<file path="src/rtl/tile_sequencer.sv">
`timescale 1ns/1ps
`default_nettype none
// ============================================================================
//  Module   : tile_sequencer
//  Purpose  : Top-level tile scheduler for the systolic array. For each tile
//             it launches the weight-load, input-feed and output-store memory
//             controllers one after another, waits for each controller's done,
//             drains the array pipeline between feed and store, then advances
//             every base address by its stride. Reports done after the last
//             tile, or aborted if the job is cancelled.
//  Ports    : clk, reset (async, active-low)
//             start, abort                       job control
//             wt/in/out_base, wt/in/out_stride   job addresses (captured)
//             rows_num, cols_num, tile_num       job shape (captured)
//             wt/in/out_done                     controller done levels
//             wt/in/out_active                   one-cycle phase launches
//             wt/in/out_addr                     current tile base addresses
//             rows/cols_enabled_num, tile_idx    current job shape / position
//             busy, done, aborted                job status
//  Revision : 1.0  initial release
// ============================================================================
module tile_sequencer #(
    parameter int ADDR_WIDTH   = 8,
    parameter int WIDTH_HEIGHT = 16,
    parameter int TILE_WIDTH   = 8,
    localparam int c_CW        = $clog2(WIDTH_HEIGHT)
) (
    input  logic                  clk,
    input  logic                  reset,
    input  logic                  start,
    input  logic                  abort,
    input  logic [ADDR_WIDTH-1:0] wt_base,
    input  logic [ADDR_WIDTH-1:0] in_base,
    input  logic [ADDR_WIDTH-1:0] out_base,
    input  logic [ADDR_WIDTH-1:0] wt_stride,
    input  logic [ADDR_WIDTH-1:0] in_stride,
    input  logic [ADDR_WIDTH-1:0] out_stride,
    input  logic [c_CW-1:0]       rows_num,
    input  logic [c_CW-1:0]       cols_num,
    input  logic [TILE_WIDTH-1:0] tile_num,
    input  logic                  wt_done,
    input  logic                  in_done,
    input  logic                  out_done,
    output logic                  wt_active,
    output logic                  in_active,
    output logic                  out_active,
    output logic [ADDR_WIDTH-1:0] wt_addr,
    output logic [ADDR_WIDTH-1:0] in_addr,
    output logic [ADDR_WIDTH-1:0] out_addr,
    output logic [c_CW-1:0]       rows_enabled_num,
    output logic [c_CW-1:0]       cols_enabled_num,
    output logic [TILE_WIDTH-1:0] tile_idx,
    output logic                  busy,
    output logic                  done,
    output logic                  aborted
);

    // Drain counter counts 2*WIDTH_HEIGHT-2 down to 0, i.e. 2*WIDTH_HEIGHT-1 cycles.
    localparam int              c_DW         = $clog2(2 * WIDTH_HEIGHT);
    localparam logic [c_DW-1:0] c_DRAIN_LAST = c_DW'(2 * WIDTH_HEIGHT - 2);
    localparam logic [1:0]      c_BLANK_INIT = 2'd2;

    localparam logic [3:0] c_IDLE    = 4'd0;
    localparam logic [3:0] c_W_ISSUE = 4'd1;
    localparam logic [3:0] c_W_WAIT  = 4'd2;
    localparam logic [3:0] c_F_ISSUE = 4'd3;
    localparam logic [3:0] c_F_WAIT  = 4'd4;
    localparam logic [3:0] c_DRAIN   = 4'd5;
    localparam logic [3:0] c_S_ISSUE = 4'd6;
    localparam logic [3:0] c_S_WAIT  = 4'd7;
    localparam logic [3:0] c_NEXT    = 4'd8;
    localparam logic [3:0] c_FINISH  = 4'd9;

    logic [3:0]            r_state;
    logic [3:0]            w_state_next;
    logic                  w_accept;
    logic                  w_advance;
    logic                  w_abort;
    logic                  w_blank_clear;

    logic [1:0]            r_blank;
    logic [c_DW-1:0]       r_drain;
    logic [ADDR_WIDTH-1:0] r_wt_stride;
    logic [ADDR_WIDTH-1:0] r_in_stride;
    logic [ADDR_WIDTH-1:0] r_out_stride;
    logic [TILE_WIDTH-1:0] r_tile_num;

    logic                  r_wt_active;
    logic                  r_in_active;
    logic                  r_out_active;
    logic [ADDR_WIDTH-1:0] r_wt_addr;
    logic [ADDR_WIDTH-1:0] r_in_addr;
    logic [ADDR_WIDTH-1:0] r_out_addr;
    logic [c_CW-1:0]       r_rows;
    logic [c_CW-1:0]       r_cols;
    logic [TILE_WIDTH-1:0] r_tile_idx;
    logic                  r_busy;
    logic                  r_done;
    logic                  r_aborted;

    assign w_abort       = abort && (r_state != c_IDLE);
    // A controller's done may still be high from its previous run, so it is
    // only trusted once the blanking counter has expired.
    assign w_blank_clear = (r_blank == 2'd0);

    // ------------------------------------------------------------------------
    // Next-state logic
    // ------------------------------------------------------------------------
    always_comb begin
        w_state_next = r_state;
        w_accept     = 1'b0;
        w_advance    = 1'b0;
        case (r_state)
            c_IDLE: begin
                if (start && !abort) begin
                    w_state_next = c_W_ISSUE;
                    w_accept     = 1'b1;
                end
            end
            c_W_ISSUE: w_state_next = c_W_WAIT;
            c_W_WAIT:  if (w_blank_clear && wt_done)  w_state_next = c_F_ISSUE;
            c_F_ISSUE: w_state_next = c_F_WAIT;
            c_F_WAIT:  if (w_blank_clear && in_done)  w_state_next = c_DRAIN;
            c_DRAIN:   if (r_drain == '0)             w_state_next = c_S_ISSUE;
            c_S_ISSUE: w_state_next = c_S_WAIT;
            c_S_WAIT:  if (w_blank_clear && out_done) w_state_next = c_NEXT;
            c_NEXT: begin
                if (r_tile_idx == r_tile_num) begin
                    w_state_next = c_FINISH;
                end else begin
                    w_state_next = c_W_ISSUE;
                    w_advance    = 1'b1;
                end
            end
            c_FINISH:  w_state_next = c_IDLE;
            default:   w_state_next = c_IDLE;
        endcase
        // Abort overrides every other decision, including NEXT/FINISH.
        if (w_abort) begin
            w_state_next = c_IDLE;
            w_accept     = 1'b0;
            w_advance    = 1'b0;
        end
    end

    always_ff @(posedge clk or negedge reset) begin
        if (!reset) begin
            r_state <= c_IDLE;
        end else begin
            r_state <= w_state_next;
        end
    end

    // ------------------------------------------------------------------------
    // Datapath and registered outputs. Status outputs are decoded from the
    // next state so they line up with the state they describe.
    // ------------------------------------------------------------------------
    always_ff @(posedge clk or negedge reset) begin
        if (!reset) begin
            r_blank      <= '0;
            r_drain      <= '0;
            r_wt_stride  <= '0;
            r_in_stride  <= '0;
            r_out_stride <= '0;
            r_tile_num   <= '0;
            r_wt_active  <= 1'b0;
            r_in_active  <= 1'b0;
            r_out_active <= 1'b0;
            r_wt_addr    <= '0;
            r_in_addr    <= '0;
            r_out_addr   <= '0;
            r_rows       <= '0;
            r_cols       <= '0;
            r_tile_idx   <= '0;
            r_busy       <= 1'b0;
            r_done       <= 1'b0;
            r_aborted    <= 1'b0;
        end else begin
            r_wt_active  <= (w_state_next == c_W_ISSUE);
            r_in_active  <= (w_state_next == c_F_ISSUE);
            r_out_active <= (w_state_next == c_S_ISSUE);
            r_busy       <= (w_state_next != c_IDLE);
            r_done       <= (w_state_next == c_FINISH);
            r_aborted    <= w_abort;

            if ((r_state == c_W_ISSUE) || (r_state == c_F_ISSUE) ||
                (r_state == c_S_ISSUE)) begin
                r_blank <= c_BLANK_INIT;
            end else if (!w_blank_clear) begin
                r_blank <= r_blank - 2'd1;
            end

            if ((w_state_next == c_DRAIN) && (r_state != c_DRAIN)) begin
                r_drain <= c_DRAIN_LAST;
            end else if ((r_state == c_DRAIN) && (r_drain != '0)) begin
                r_drain <= r_drain - c_DW'(1);
            end

            if (w_accept) begin
                r_wt_addr    <= wt_base;
                r_in_addr    <= in_base;
                r_out_addr   <= out_base;
                r_wt_stride  <= wt_stride;
                r_in_stride  <= in_stride;
                r_out_stride <= out_stride;
                r_rows       <= rows_num;
                r_cols       <= cols_num;
                r_tile_num   <= tile_num;
                r_tile_idx   <= '0;
            end else if (w_advance) begin
                // Modulo-2^ADDR_WIDTH wrap is intentional and silent.
                r_wt_addr    <= r_wt_addr  + r_wt_stride;
                r_in_addr    <= r_in_addr  + r_in_stride;
                r_out_addr   <= r_out_addr + r_out_stride;
                r_tile_idx   <= r_tile_idx + TILE_WIDTH'(1);
            end
        end
    end

    assign wt_active        = r_wt_active;
    assign in_active        = r_in_active;
    assign out_active       = r_out_active;
    assign wt_addr          = r_wt_addr;
    assign in_addr          = r_in_addr;
    assign out_addr         = r_out_addr;
    assign rows_enabled_num = r_rows;
    assign cols_enabled_num = r_cols;
    assign tile_idx         = r_tile_idx;
    assign busy             = r_busy;
    assign done             = r_done;
    assign aborted          = r_aborted;

endmodule
`default_nettype wire

</file>
<file path="config.mk">
export PLATFORM = sky130hd
export DESIGN_NAME = tile_sequencer
export DESIGN_NICKNAME = d
export VERILOG_FILES = /design/src/rtl/tile_sequencer.sv
export SDC_FILE = /design/constraint.sdc
export NUM_CORES = 1
export LEC_CHECK = 0
export ABC_AREA = 1
export BUFFER_PORTS_ARGS = -buffer_cell sky130_fd_sc_hd__buf_4
export CORE_ASPECT_RATIO = 1.5
export CORE_MARGIN = 3
export CORE_UTILIZATION = 57
export CTS_BUF_LIST = sky130_fd_sc_hd__clkbuf_4
export CTS_CLUSTER_SIZE = 25
export DETAILED_ROUTE_END_ITERATION = 16
export HOLD_SLACK_MARGIN = 0.03
export PLACE_DENSITY_LB_ADDON = 0.25
export SLEW_MARGIN = 10
export SYNTH_ARGS = -nofsm -noshare
export SYNTH_HDL_FRONTEND = slang
export SYNTH_SLANG_ARGS = --single-unit
</file>
<file path="constraint.sdc">
create_clock -name clk -period 3.5 [get_ports clk]
set_clock_uncertainty 0.1 [all_clocks]
set_input_delay 0.7 -clock clk [delete_from_list [all_inputs] [get_ports clk]]
set_output_delay 0.7 -clock clk [all_outputs]
set_load 0.01 [all_outputs]
</file>
Word level (Yosys, flattened, before mapping)
Cells that the tools add are included.

storage, ports and cells
  input bits = 71
  output and inout port bits = 46
  register bits = 89

cells by class
  mux-type cells = 26
  reduce and logical (&&, ||, !) cells = 18
  equal/unequal tests = 16
  add/subtract/negate cells = 6

operator list
  kind                                                                    number
  8-bit two-way mux                                                       8
  4-bit case mux with 9 select lines                                      1
  4-bit two-way mux                                                       7
  8-bit adder                                                             3
  4-bit by 3-bit equality test with 1-bit output (second input constant)  6
  4-bit by 2-bit equality test with 1-bit output (second input constant)  3
  5-bit two-way mux                                                       2
  8-bit by 1-bit adder with 8-bit output (second input constant)          1
  4-bit by 1-bit equality test with 1-bit output (second input constant)  2
  4-bit equality test (second input constant)                             2
  8-bit equality test                                                     1
  4-bit nonzero test                                                      2
  1-bit logical AND                                                       7
  1-bit two-way mux                                                       6
  5-bit zero test                                                         1
  5-bit nonzero test                                                      1
  5-bit by 1-bit subtractor with 5-bit output (second input constant)     1
  4-bit zero test                                                         1
  2-bit two-way mux                                                       2
  4-bit by 3-bit != test with 1-bit output (second input constant)        1
  2-bit nonzero test                                                      2
  2-bit zero test                                                         1
  1-bit logical OR                                                        2
  2-bit by 1-bit != test with 1-bit output (second input constant)        1
  other kinds (2)                                                         2

Depth between registers and ports, before layout
  word-level depth = 8
  depth in mapped cells = 13

Worst setup path after synthesis
Ideal clock, no wire load.

  path type = reg-to-reg
  start point = register r_wt_addr[0] (netlist: wt_addr[0])
  end point = register r_wt_addr[6] (netlist: wt_addr[6])
  path slack = 1.742 ns
  cell stages (with the launch flop) = 12
  buffers on the path = 0
  clock period less this slack = 1.758 ns
  required time = 3.283 ns
  arrival = 1.541 ns
  cell sequence = dfrtp_1 ha_1 inv_1 fa_1 inv_1 nand4_1 nand3_1 or2_2 nand3_1 nand2_1 nand2_1 nand2_1

on the way
  cells in the longest elaborated chain, start to end = 3

RTL lines
  element                   RTL line  source
  start: declaration        91        logic [ADDR_WIDTH-1:0] r_wt_addr;
  start signal: assignment  200       r_wt_addr <= wt_base;
  start signal: assignment  212       r_wt_addr <= r_wt_addr + r_wt_stride;
  8-bit adder               212
  8-bit two-way mux         210       end else if (w_advance) begin
  8-bit two-way mux         199       if (w_accept) begin

Every way passes these cells. The select of a mux whose other input is x is not followed.
A chain may end at the register's enable or synchronous reset.

Worst setup path in the final report
  start point = register r_state[3]
  end point = register r_drain[4]

on the way
  cells in the longest elaborated chain, start to end = 6

RTL lines
  element                                                                  RTL line  source
  start: declaration                                                       74        logic [3:0] r_state;
  start signal: assignment                                                 148       r_state <= c_IDLE;
  start signal: assignment                                                 150       r_state <= w_state_next;
  4-bit equality test (tied with other cells)                              113       case (r_state)
  4-bit case mux with 9 select lines or 1-bit logical AND (tied branches)  113, 101
  4-bit two-way mux                                                        139       if (w_abort) begin
  4-bit by 3-bit equality test with 1-bit output                           193       if ((w_state_next == c_DRAIN) && (r_state != c_DRAIN)) begin
  1-bit logical AND                                                        193
  5-bit two-way mux or 2-bit nonzero test (tied branches)                  n/a
  end signal: assignment                                                   194       r_drain <= c_DRAIN_LAST;
  end signal: assignment                                                   196       r_drain <= r_drain - c_DW'(1);
  end: declaration                                                         82        logic [c_DW-1:0] r_drain;

Several ways; a longest one is shown, not always the timed one.

==> reports/qor.txt <==
Status = finished clean
Vias in the first global route = 4640
Drt first-iter violations = 361
WS Path Type = reg2reg
Multi-input gate area = 2620 um2
Worst rel slew slack = 0.702
Post-CTS Setup Inserts = 0
RD Place Congestion = 0.923
Avg Cell Area, Syn = 7.78 um2
Antenna-violating nets left = 0
Initial antenna violation count = 1
TritonCTS Buffers = 9
Share of layout cells above drive strength 1 = 0.205
Maximum clock path buffer count = 2
First-pass GRT wire length = 20800 um
Clk root buf = clkbuf_4
Final min period = 2.31 ns
Syn_nets = 762
Core Area = 8620 um2
Unrepaired setup endpoints after global routing = no
Remaining DRCs = 0
Die Footprint = 10300 um2
CP Max Fanout = 45
Chip height = 123 um
FF+latch count, synth = 89
Final Routed Wirelength = 12600 um
CTS H-tree depth = 3
Gate Count Post-Synth = 663
Post-DP HPWL = 9290 um
CP Launch Type = register
Layout Nets = 870
Area grow syn2layout = 21.4%
WP data arrival = 2.55 ns
DR pass1 iterations = 5
Total global routing overflow = 0
Vias = 4764
Largest net degree at the start of global routing = 59
Worst IR Drop VDD = 461 uV
Post-route setup TNS = 0 ns
Rows = 41
GRT Total Usage = 0.250
DIE WIDTH = 83.7 um
Leak = 0.00356 uW
Max Clock Freq = 432 MHz
Pwr Total = 5250 uW
CTS tree = built
WL per Instance = 14.2 um
Post-synthesis cell type count = 36
Final period util = 0.661
DR vias/cell = 5.39
CP Capture Type = register
PD cells = 839 nW/um2
Count of clock tree sinks = 89
Post_cts resized = 0
Setup violations, final = 0
Synthesized area = 5160 um2
Seq/Total Area, Yosys = 0.432
Clk Latency, worst-skew pair = 0.43 ns
PortBufs = 116
Ys Warns = 0
FILL cells = 710
Clock transition at path regs = 0.14 ns
Critical Path RT = 3.74 ns
Worst Max-Slew Pin Slew = 0.447 ns
CTS Hold Buffers Added = 0
Worst hold path class = in2async
Starting Density = 0.599
Number of max-cap violations = 0
Reg area = 2230 um2
Number of top-level pins = 117
Final Slew Violations = 0
Final hold vios = 0
cells in the final DEF (no fill, tap or decap), drive strengths merged, types with 9 or more instances in the layout:
cell	n
nand2	282
buf	122
dfrtp	89
nand3	64
inv	52
nor2	26
ha	25
o21ai	23
xor2	21
xnor2	12
nand4	10
a21oi	9
clkbuf	9
worst max-delay path, cell delays in order, from the launching register on:
cell and delay (ns):
dfrtp_1 0.52, nor2_4 0.09, nand3_4 0.10, buf_4 0.38, buf_4 0.48, nand3_2 0.21
nand4_4 0.14, nand2_1 0.06, nand2_1 0.06, nand2_1 0.05
layer usage:
layer | vias up | GRT usage | routed length, um
li1 | 2324 | - | -
met1 | 2262 | 0.298 | 4900
met2 | 152 | 0.445 | 6710
met3 | 26 | 0.0477 | 678
met4 | 0 | 0.0996 | 273
met5 | - | 0 | 0
report_power, final:
part	switching, uW	leakage (uW)	total (uW)	internal [uW]
Clock	360	0.0000840	650	290
Sequential	327	0.00112	1780	1450
Combinational	1610	0.00236	2830	1220
Total	2290	0.00356	5250	2960
through the flow:
step | instance area, um2 | std cells | util | hold slack [ns] | worst slack [ns]
after CTS | 6260 | 883 | 0.726 | 0.0675 | 1.18
after detailed placement | 6100 | 867 | 0.708 | 0.370 | 0.909
final | 6260 | 884 | 0.727 | 0.0775 | 1.19
after floorplan | 5160 | 663 | - | 0.304 | 1.74
after global placement | 6100 | 867 | 0.708 | 0.368 | 0.957
after global routing | 6260 | 884 | 0.727 | 0.0736 | 0.999
area by class of cell:
type                    count  share of cell area
inverters                  51              0.0306
clock inverters             7              0.0150
clock buffers               9              0.0108
flip-flops and latches     89               0.356
repair buffers            122               0.148
multi-input cells         498               0.418
diodes                      1            0.000400
well taps                 107              0.0214
state kept, by name (all words and copies together), names as in the netlist, 8 cells and up:
register	cells
out_addr	8
r_tile_num	8
r_wt_stride	8
r_in_stride	8
tile_idx	8
wt_addr	8
in_addr	8
r_out_stride	8
final timing paths:
path,start,depth (start not counted),slack [ns],endpoint
worst max-delay path,r_state[3]$_DFF_PN0_,9,1.19,r_drain[4]$_DFFE_PN0P_
worst min register to register,r_out_stride[0]$_DFFE_PN0P_,2,0.40,r_out_stride[0]$_DFFE_PN0P_
worst min-delay path,reset,1,0.08,out_addr[6]$_DFFE_PN0P_
max in group asynchronous,reset,2,2.47,tile_idx[1]$_DFFE_PN0P_
worst max register to register,r_state[3]$_DFF_PN0_,9,1.19,r_drain[4]$_DFFE_PN0P_
min in group clk,tile_num[1],3,0.35,r_tile_num[1]$_DFFE_PN0P_
cells by family after synthesis:
group / Yosys count / share of synthesized area
simple gates: 393 / 0.330
flops: 89 / 0.432
compound gates: 43 / 0.0473
fa+ha+maj: 28 / 0.0723
buf+inv: 76 / 0.0611
mux: 1 / 0.00218
xor+xnor: 33 / 0.0560
cells in the mapped netlist (all sizes together):
cell / number / area [um2]
nand3: 64 / 343
nand4: 10 / 77.6
ha: 25 / 313
a21o: 4 / 30.0
a21boi: 3 / 22.5
nand2: 282 / 1090
nor2: 26 / 128
or2: 3 / 18.8
a31oi: 3 / 18.8
fa: 3 / 60.1
and2: 1 / 6.26
mux2: 1 / 11.3
xor2: 21 / 184
nor4: 1 / 6.26
nor3: 4 / 20.0
dfrtp: 89 / 2230
a21oi: 9 / 45.0
nand3b: 2 / 15.0
o21ai: 23 / 119
o2111ai: 1 / 8.76
inv: 51 / 191
buf: 18 / 97.6
clkbuf: 7 / 26.3
xnor2: 12 / 105
Power figures use the tool's default switching activity.
